### config.mk
export PLATFORM = sky130hd
export DESIGN_NAME = pulse_period_monitor
export DESIGN_NICKNAME = d
export VERILOG_FILES = /design/src/rtl/pulse_period_monitor.sv
export SDC_FILE = /design/constraint.sdc
export NUM_CORES = 1
export LEC_CHECK = 0
export CAP_MARGIN = 20
export CORE_MARGIN = 2
export CORE_UTILIZATION = 38
export DETAILED_ROUTE_END_ITERATION = 10
export DONT_BUFFER_PORTS = 1
export GPL_TIMING_DRIVEN = 0
export HOLD_SLACK_MARGIN = 0.06
export PLACE_DENSITY_LB_ADDON = 0.12
export RECOVER_POWER = 25
export SLEW_MARGIN = 25
export SYNTH_ARGS = -nofsm -noshare
export SYNTH_HDL_FRONTEND = slang
export SYNTH_SLANG_ARGS = --single-unit
### constraint.sdc
create_clock -name clk -period 2.4 [get_ports clk]
set_clock_uncertainty 0.2 [all_clocks]
set_input_delay 0.48 -clock clk [delete_from_list [all_inputs] [get_ports clk]]
set_output_delay 0.48 -clock clk [all_outputs]
set_load 0.01 [all_outputs]
### src/rtl/pulse_period_monitor.sv
// pulse_period_monitor
//   Health monitor for a periodic one-cycle tick (expected period P = N+1
//   cycles). Each tick-to-tick interval I is classified as good
//   (P-TOL <= I <= P+TOL), early (I < P-TOL) or late (no tick by I = P+TOL).
//   After LOCK_CNT consecutive good intervals the stream is declared locked.
//
// Ports
//   clk          sole clock, rising edge
//   rst          synchronous active-high reset, priority over all inputs
//   sig          tick input, one-cycle pulse
//   clear_err    synchronous clear of err_cnt (applied before any increment)
//   locked       level, stream within tolerance
//   early_err    one-cycle pulse, tick arrived with I < P-TOL
//   late_err     one-cycle pulse, no tick by I = P+TOL
//   last_period  last measured interval I (not updated by a late event)
//   err_cnt      saturating count of early plus late errors
//   dbg_state    current FSM state (0 SEARCH, 1 TRACK, 2 LOCKED)
module pulse_period_monitor #(
    parameter int N        = 750,
    parameter int CBITS    = 11,
    parameter int TOL      = 2,
    parameter int LOCK_CNT = 4,
    parameter int EBITS    = 8
) (
    input  logic             clk,
    input  logic             rst,
    input  logic             sig,
    input  logic             clear_err,
    output logic             locked,
    output logic             early_err,
    output logic             late_err,
    output logic [CBITS-1:0] last_period,
    output logic [EBITS-1:0] err_cnt,
    output logic [1:0]       dbg_state
);

    localparam int P     = N + 1;
    localparam int PMIN  = P - TOL;
    localparam int PMAX  = P + TOL;
    localparam int GBITS = $clog2(LOCK_CNT + 1);

    localparam logic [CBITS-1:0] CNT_MAX   = CBITS'(PMAX);
    localparam logic [CBITS-1:0] I_MIN     = CBITS'(PMIN);
    localparam logic [GBITS-1:0] GOOD_LOCK = GBITS'(LOCK_CNT);
    localparam logic [EBITS-1:0] ERR_MAX   = '1;

    typedef enum logic [1:0] {
        SEARCH = 2'd0,
        TRACK  = 2'd1,
        LOCKED = 2'd2
    } state_e;

    state_e           state_q, state_d;
    logic [CBITS-1:0] cnt_q, cnt_d;
    logic [GBITS-1:0] good_q, good_d;
    logic             locked_q, locked_d;
    logic             early_q, early_d;
    logic             late_q, late_d;
    logic [CBITS-1:0] last_q, last_d;
    logic [EBITS-1:0] err_q, err_d;

    logic [CBITS-1:0] interval;
    logic [GBITS-1:0] good_inc;
    logic [EBITS-1:0] err_base;
    logic             err_event;

    always_comb begin
        state_d   = state_q;
        cnt_d     = cnt_q;
        good_d    = good_q;
        locked_d  = locked_q;
        early_d   = 1'b0;
        late_d    = 1'b0;
        last_d    = last_q;
        err_event = 1'b0;
        interval  = cnt_q + CBITS'(1);
        good_inc  = good_q + GBITS'(1);

        // Interval counter: a tick restarts it, otherwise it climbs and
        // parks at P+TOL (only reachable in SEARCH once tracking is lost).
        if (sig) begin
            cnt_d = '0;
        end else if (cnt_q != CNT_MAX) begin
            cnt_d = cnt_q + CBITS'(1);
        end

        case (state_q)
            SEARCH: begin
                if (sig) begin
                    state_d = TRACK;
                    good_d  = '0;
                end
            end
            TRACK, LOCKED: begin
                if (cnt_q == CNT_MAX) begin
                    // Window closed. A tick arriving exactly now is already
                    // out of window, so it only serves as the new reference.
                    late_d    = 1'b1;
                    err_event = 1'b1;
                    good_d    = '0;
                    locked_d  = 1'b0;
                    state_d   = sig ? TRACK : SEARCH;
                end else if (sig) begin
                    last_d = interval;
                    if (interval < I_MIN) begin
                        early_d   = 1'b1;
                        err_event = 1'b1;
                        good_d    = '0;
                        locked_d  = 1'b0;
                        state_d   = TRACK;
                    end else if (state_q == TRACK) begin
                        good_d = good_inc;
                        if (good_inc == GOOD_LOCK) begin
                            state_d  = LOCKED;
                            locked_d = 1'b1;
                        end
                    end
                end
            end
            default: begin
                state_d = SEARCH;
            end
        endcase

        // Clear takes effect first, so clear plus error yields 1.
        err_base = clear_err ? '0 : err_q;
        err_d    = (err_event && (err_base != ERR_MAX)) ? err_base + EBITS'(1) : err_base;
    end

    always_ff @(posedge clk) begin
        if (rst) begin
            state_q  <= SEARCH;
            cnt_q    <= '0;
            good_q   <= '0;
            locked_q <= 1'b0;
            early_q  <= 1'b0;
            late_q   <= 1'b0;
            last_q   <= '0;
            err_q    <= '0;
        end else begin
            state_q  <= state_d;
            cnt_q    <= cnt_d;
            good_q   <= good_d;
            locked_q <= locked_d;
            early_q  <= early_d;
            late_q   <= late_d;
            last_q   <= last_d;
            err_q    <= err_d;
        end
    end

    assign locked      = locked_q;
    assign early_err   = early_q;
    assign late_err    = late_q;
    assign last_period = last_q;
    assign err_cnt     = err_q;
    assign dbg_state   = state_q;

endmodule

# Word-level counts from Yosys, hierarchy flattened
# Index checks and enable logic that the tools add are counted.
# op_classes
addsub,3
n_lt_le_gt_ge,1
eq_ne,10
n_mux,26
n_bitwise,2
n_reduce_logical,14
# op_table
cell,n
8-bit two-way mux,2
3-bit two-way mux,5
2-bit two-way mux,6
4-bit AND reduction,3
11-bit by 1-bit adder with 11-bit output (second input constant),1
11-bit by 10-bit == test with 1-bit output (second input constant),1
11-bit by 10-bit < comparator with 1-bit output (second input constant),1
1-bit two-way mux,11
11-bit by 10-bit inequality test with 1-bit output (second input constant),1
8-bit by 1-bit adder with 8-bit output (second input constant),1
4-bit inequality test (second input constant),2
8-bit inequality test (second input constant),1
3-bit one-hot mux with 2 select lines,1
3-bit nonzero test,2
2-bit OR reduction,3
2-bit one-hot mux with 2 select lines,1
2-bit nonzero test,2
3-bit by 1-bit adder with 3-bit output (second input constant),1
3-bit == test (second input constant),1
3-bit inequality test (second input constant),1
3-bit AND reduction,1
3-bit OR reduction,1
2-bit by 1-bit == test with 1-bit output (second input constant),1
2-bit == test (second input constant),1
other kinds (4),5
# totals
regBits,38
in_bits,4
output_inout_bits,24
word_cells,64

# Depth between registers and ports, before layout
# depth
depth_word,8
ltp_mapped,10
mapped_depth_nobuf,10

# Least setup slack after synthesis
# No wires, ideal clock.
# synth_path
path_type,flip-flop to flip-flop
startpoint,register cnt_q[1]
endpoint,register err_q[4] (netlist: err_cnt[4])
setup_ps,59
arrival_ps,2226
required_time_ps,2141
path_slack_ps,-85
stages_incl_launch_ff,11
path_buffers,0
period_less_slack_ps,2485
path_cell_list,dfxtp_1 -> inv_1 -> ha_1 -> nor2_1 -> nor3b_1 -> o21ai_0 -> a41oi_2 -> o211ai_2 -> a21o_1 -> or4_1 -> nand2_1
# synth_via
elab_chain_cells,8
elab_cells_between_ends,9
cone_classes,add/sub: 1; order compare: 1; eq/ne: 1; mux: 5; reduce/logical: 1
# synth_rtl
element,line,rtl
from (decl),54,"logic [CBITS-1:0] cnt_q, cnt_d;"
from (signal assigned),142,cnt_q <= cnt_d;
11-bit by 1-bit adder with 11-bit output,76,interval = cnt_q + CBITS'(1);
11-bit by 10-bit < comparator with 1-bit output,105,if (interval < I_MIN) begin
1-bit two-way mux,105,
1-bit two-way mux,103,end else if (sig) begin
1-bit two-way mux *,95,if (cnt_q == CNT_MAX) begin
1-bit two-way mux *,87,case (state_q)
1-bit logical AND *,127,err_d = (err_event && (err_base != ERR_MAX)) ? err_base + EBITS'(1) : err_base;
8-bit two-way mux *,127,
to (signal assigned),148,err_q <= err_d;
to (decl),60,"logic [EBITS-1:0] err_q, err_d;"
# Every way passes the cells marked *; elsewhere a longest branch is shown, timed or not.
# A chain may end at the register's enable or synchronous reset.

# Worst setup path after layout
# layout_path
startpoint,register cnt_q[0]
endpoint,register err_q[4] (netlist: err_cnt[4])
# The elaborated chain is that of the path after synthesis.

==> reports/metrics.cfg <==
[grt]
overflow=0
track_usage=0.181
antenna_found_initial=0
grt_max_degree=13
grt_pass1_vias=1584
grt_pass1_wl_um=7830

[placement]
io_buffers=0
place_ws_ns=-0.252
place.gp.congestion=0.841
hpwl_um=3170
place_inst=286
placedInstanceArea_um2=2020

[setup_path]
crit_type=flip-flop to flip-flop
cp-end-kind=flip-flop
cpPeakStageDelay_ns=0.52
cp.arrival_ns=2.47
critPathMaxFanout=8
crit_chain=ha_4 > and3_4 > nand2_4 > xnor2_4 > a41oi_4 > o211ai_4 > a21o_1 > or4_4 > nand2_2
cp_slowest_cell=or4_4
cp.required_ns=2.43
start_kind=flip-flop
rrSetupSlack_ns=-0.04

[yosys]
synthArstFlopShare=0
synth_ff_type=dfxtp_1
syn_nets=232
netlist_instances=219
synth_cell_types=56
syn_area_per_cell_um2=8.83
seq_area_frac_synth=0.393
ys_seq_elements=38
synth_area_um2=1930
synth_warnings=0
synth_edf_count=0

[route]
routedWlPerCell_um=15.8
topRoutingLayerUsed=met4
drtAntennaViolNets=0
via_count=1649
first_pass_iters=4
wirelength_um=4840
via_per_inst=5.37
wl_met1_um=2420
wl_met2_um=2110
route.detailed.drc=0
drtIter0Drc=55
wl_met3_um=293

[power]
peakVddDrop_mv=0.423
switchingPower_mw=0.348
switching_share=0.232
p_comb_frac=0.093
p_int_mw=1.15
power_leakage_nw=0.930
power_frac_seq=0.452
p_clk_frac=0.455
p_per_area_nw_per_um2=618

[floorplan]
core-area_um2=4820
dieWidth_um=75.3
pin_count=28
rows=25
die_h_um=75.3
die_area_um2=5680
start_util=0.402

[timing]
min_period_ns=2.44
slew_headroom=0.613
final-setup-viol-count=2
period_share=1.02
max_freq_ghz=0.410
tightest_slew_ns=0.580
maxSlewViolCount=0
hold_viol=0
worst_slack_ns=-0.0410
finalSetupTns_ns=-0.0533
rsz0062_at_grt=yes

[clock_tree]
htreeDepth=2
clk_pin_slew_worst_paths_ns=0.08
cts_tree=built
numCtsBuffers=5
insertion_delay_ns=0.28
cts_buffer_depth=2
ctsHoldBuffers=0
clock-sinks=38
clk_root_buffer_cell=clkbuf_8

[status]
violations=negative setup slack
status=finished, violations left

[finish]
syn_to_final_growth_pct=25.0
layout.nets=252
fillers=495
finalNonFillerCells=307
antenna_cells=0
drive_gt1_frac=0.242
finalInstanceArea_um2=2420

[run]
maxCapViolations=0

[worst_hold_path]
hp-class=input pin to flip-flop

-- stage by stage --
| step | utilization | total power, mW | hold WS (ns) |
|---|---|---|---|
| after detailed placement | 0.419 | 0.809 | 0.309 |
| after global routing | 0.502 | 1.55 | 0.102 |
| final | 0.502 | 1.49 | 0.0941 |
| after global placement | 0.419 | 0.810 | 0.306 |
| after floorplan | - | 0.778 | 0.281 |
| after CTS | 0.481 | 1.51 | 0.0828 |
-- registers in the layout (all words and copies together), names as in the netlist --
signal / count
cnt_q: 11
dbg_state: 2
early_err: 1
err_cnt: 8
good_q: 3
last_period: 11
late_err: 1
locked: 1
-- power by group through the flow --
stage / sequential (mW) / combinational [mW] / clock [mW]
3_5_place_dp: 0.692 / 0.117 / 0
3_3_place_gp: 0.692 / 0.118 / 0
2_1_floorplan: 0.687 / 0.0910 / 0
6_report: 0.676 / 0.139 / 0.680
5_1_grt: 0.680 / 0.156 / 0.710
4_1_cts: 0.677 / 0.132 / 0.696
-- synthesized netlist by cell type, types with 2 or more instances --
| cell type | instances | area share |
|---|---|---|
| o211ai_1 | 2 | 0.0078 |
| o31ai_1 | 2 | 0.0078 |
| clkbuf_1 | 5 | 0.0097 |
| o21ai_0 | 5 | 0.013 |
| a211oi_1 | 13 | 0.050 |
| dfxtp_1 | 38 | 0.39 |
| nand4_1 | 5 | 0.016 |
| xnor2_1 | 9 | 0.041 |
| and2_1 | 3 | 0.0097 |
| nor2_1 | 35 | 0.068 |
| ha_1 | 9 | 0.058 |
| inv_1 | 6 | 0.012 |
| and3_1 | 2 | 0.0065 |
| and4_1 | 3 | 0.014 |
| nand3b_1 | 2 | 0.0078 |
| nand3_1 | 6 | 0.016 |
| xor2_1 | 2 | 0.0091 |
| a21o_1 | 2 | 0.0078 |
| mux2i_1 | 3 | 0.016 |
| nor4_1 | 2 | 0.0065 |
| a21oi_1 | 10 | 0.026 |
| nor2b_1 | 4 | 0.013 |
| nand2_1 | 17 | 0.033 |
| or3_1 | 2 | 0.0065 |
-- path summary, 6_finish.rpt --
check / from / endpoint / cells after the start
setup reg to reg: cnt_q[0] / err_cnt[4] / 9
hold reg to reg: good_q[2] / good_q[2] / 2
hold / removal: sig / last_period[9] / 1
setup / recovery: cnt_q[0] / err_cnt[4] / 9
-- cell usage in the layout, fill, tap and decap left out, types with 3 or more instances in the layout --
cell      synthesis  layout
inv_1             6       5
dfxtp_1          38      33
nor2_1           35      35
nand2_1          17      14
nand3_1           6       6
mux2i_1           3       3
o21ai_0           5       4
ha_1              9       7
clkbuf_2          1       3
xnor2_1           9       8
clkbuf_8          0       6
a211oi_1         13      12
nand4_1           5       5
a21oi_1          10       9
nor2b_1           4       3
clkbuf_1          5       3
buf_4             1      15
dfxtp_2           0       3
and2_1            3       3
-- critical path: cells and delay by family, from the launching register on --
| kind | cells | cell delay (ns) |
|---|---|---|
| adder cells (fa/ha/maj) | 1 | 0.19 |
| AND/OR/NAND/NOR | 4 | 0.87 |
| flip-flops | 1 | 0.38 |
| XOR/XNOR | 1 | 0.14 |
| AO/OA/AOI/OAI | 3 | 0.60 |
-- layout make-up --
cell class              count  area [µm²]  share of cell area
inverters                   6        22.5             0.00931
well taps                  67        83.8              0.0347
clock inverters             2        60.1              0.0248
multi-input cells         166        1250               0.518
repair buffers             14         105              0.0435
plain buffers               8        38.8              0.0160
flip-flops and latches     38         772               0.319
clock buffers               6        82.6              0.0341
-- layer usage --
layer / up-vias / track usage
met4: 0 / 0.0468
met3: 2 / 0.0516
li1: 836 / -
met2: 37 / 0.263
met1: 774 / 0.264
met5: - / 0
-- timing repair --
item	4_1_cts	5_1_grt
resized for setup	17	25
hold endpoints to repair	0	0
setup buffers	11	4
endpoints found under the setup margin	13	24
pin swaps	12	12
-- kinds of logic after synthesis --
family                     count (synthesis)  share of synthesized area
adders and majority gates                  9                     0.0582
buffers and inverters                     15                     0.0323
and+or+nand+nor                           93                      0.248
xor gates and xnor gates                  13                     0.0725
AOI/OAI and AO/OA                         48                      0.180
muxes                                      3                     0.0155
DFF                                       38                      0.393
Note: power is estimated with default switching activity, not from simulation.
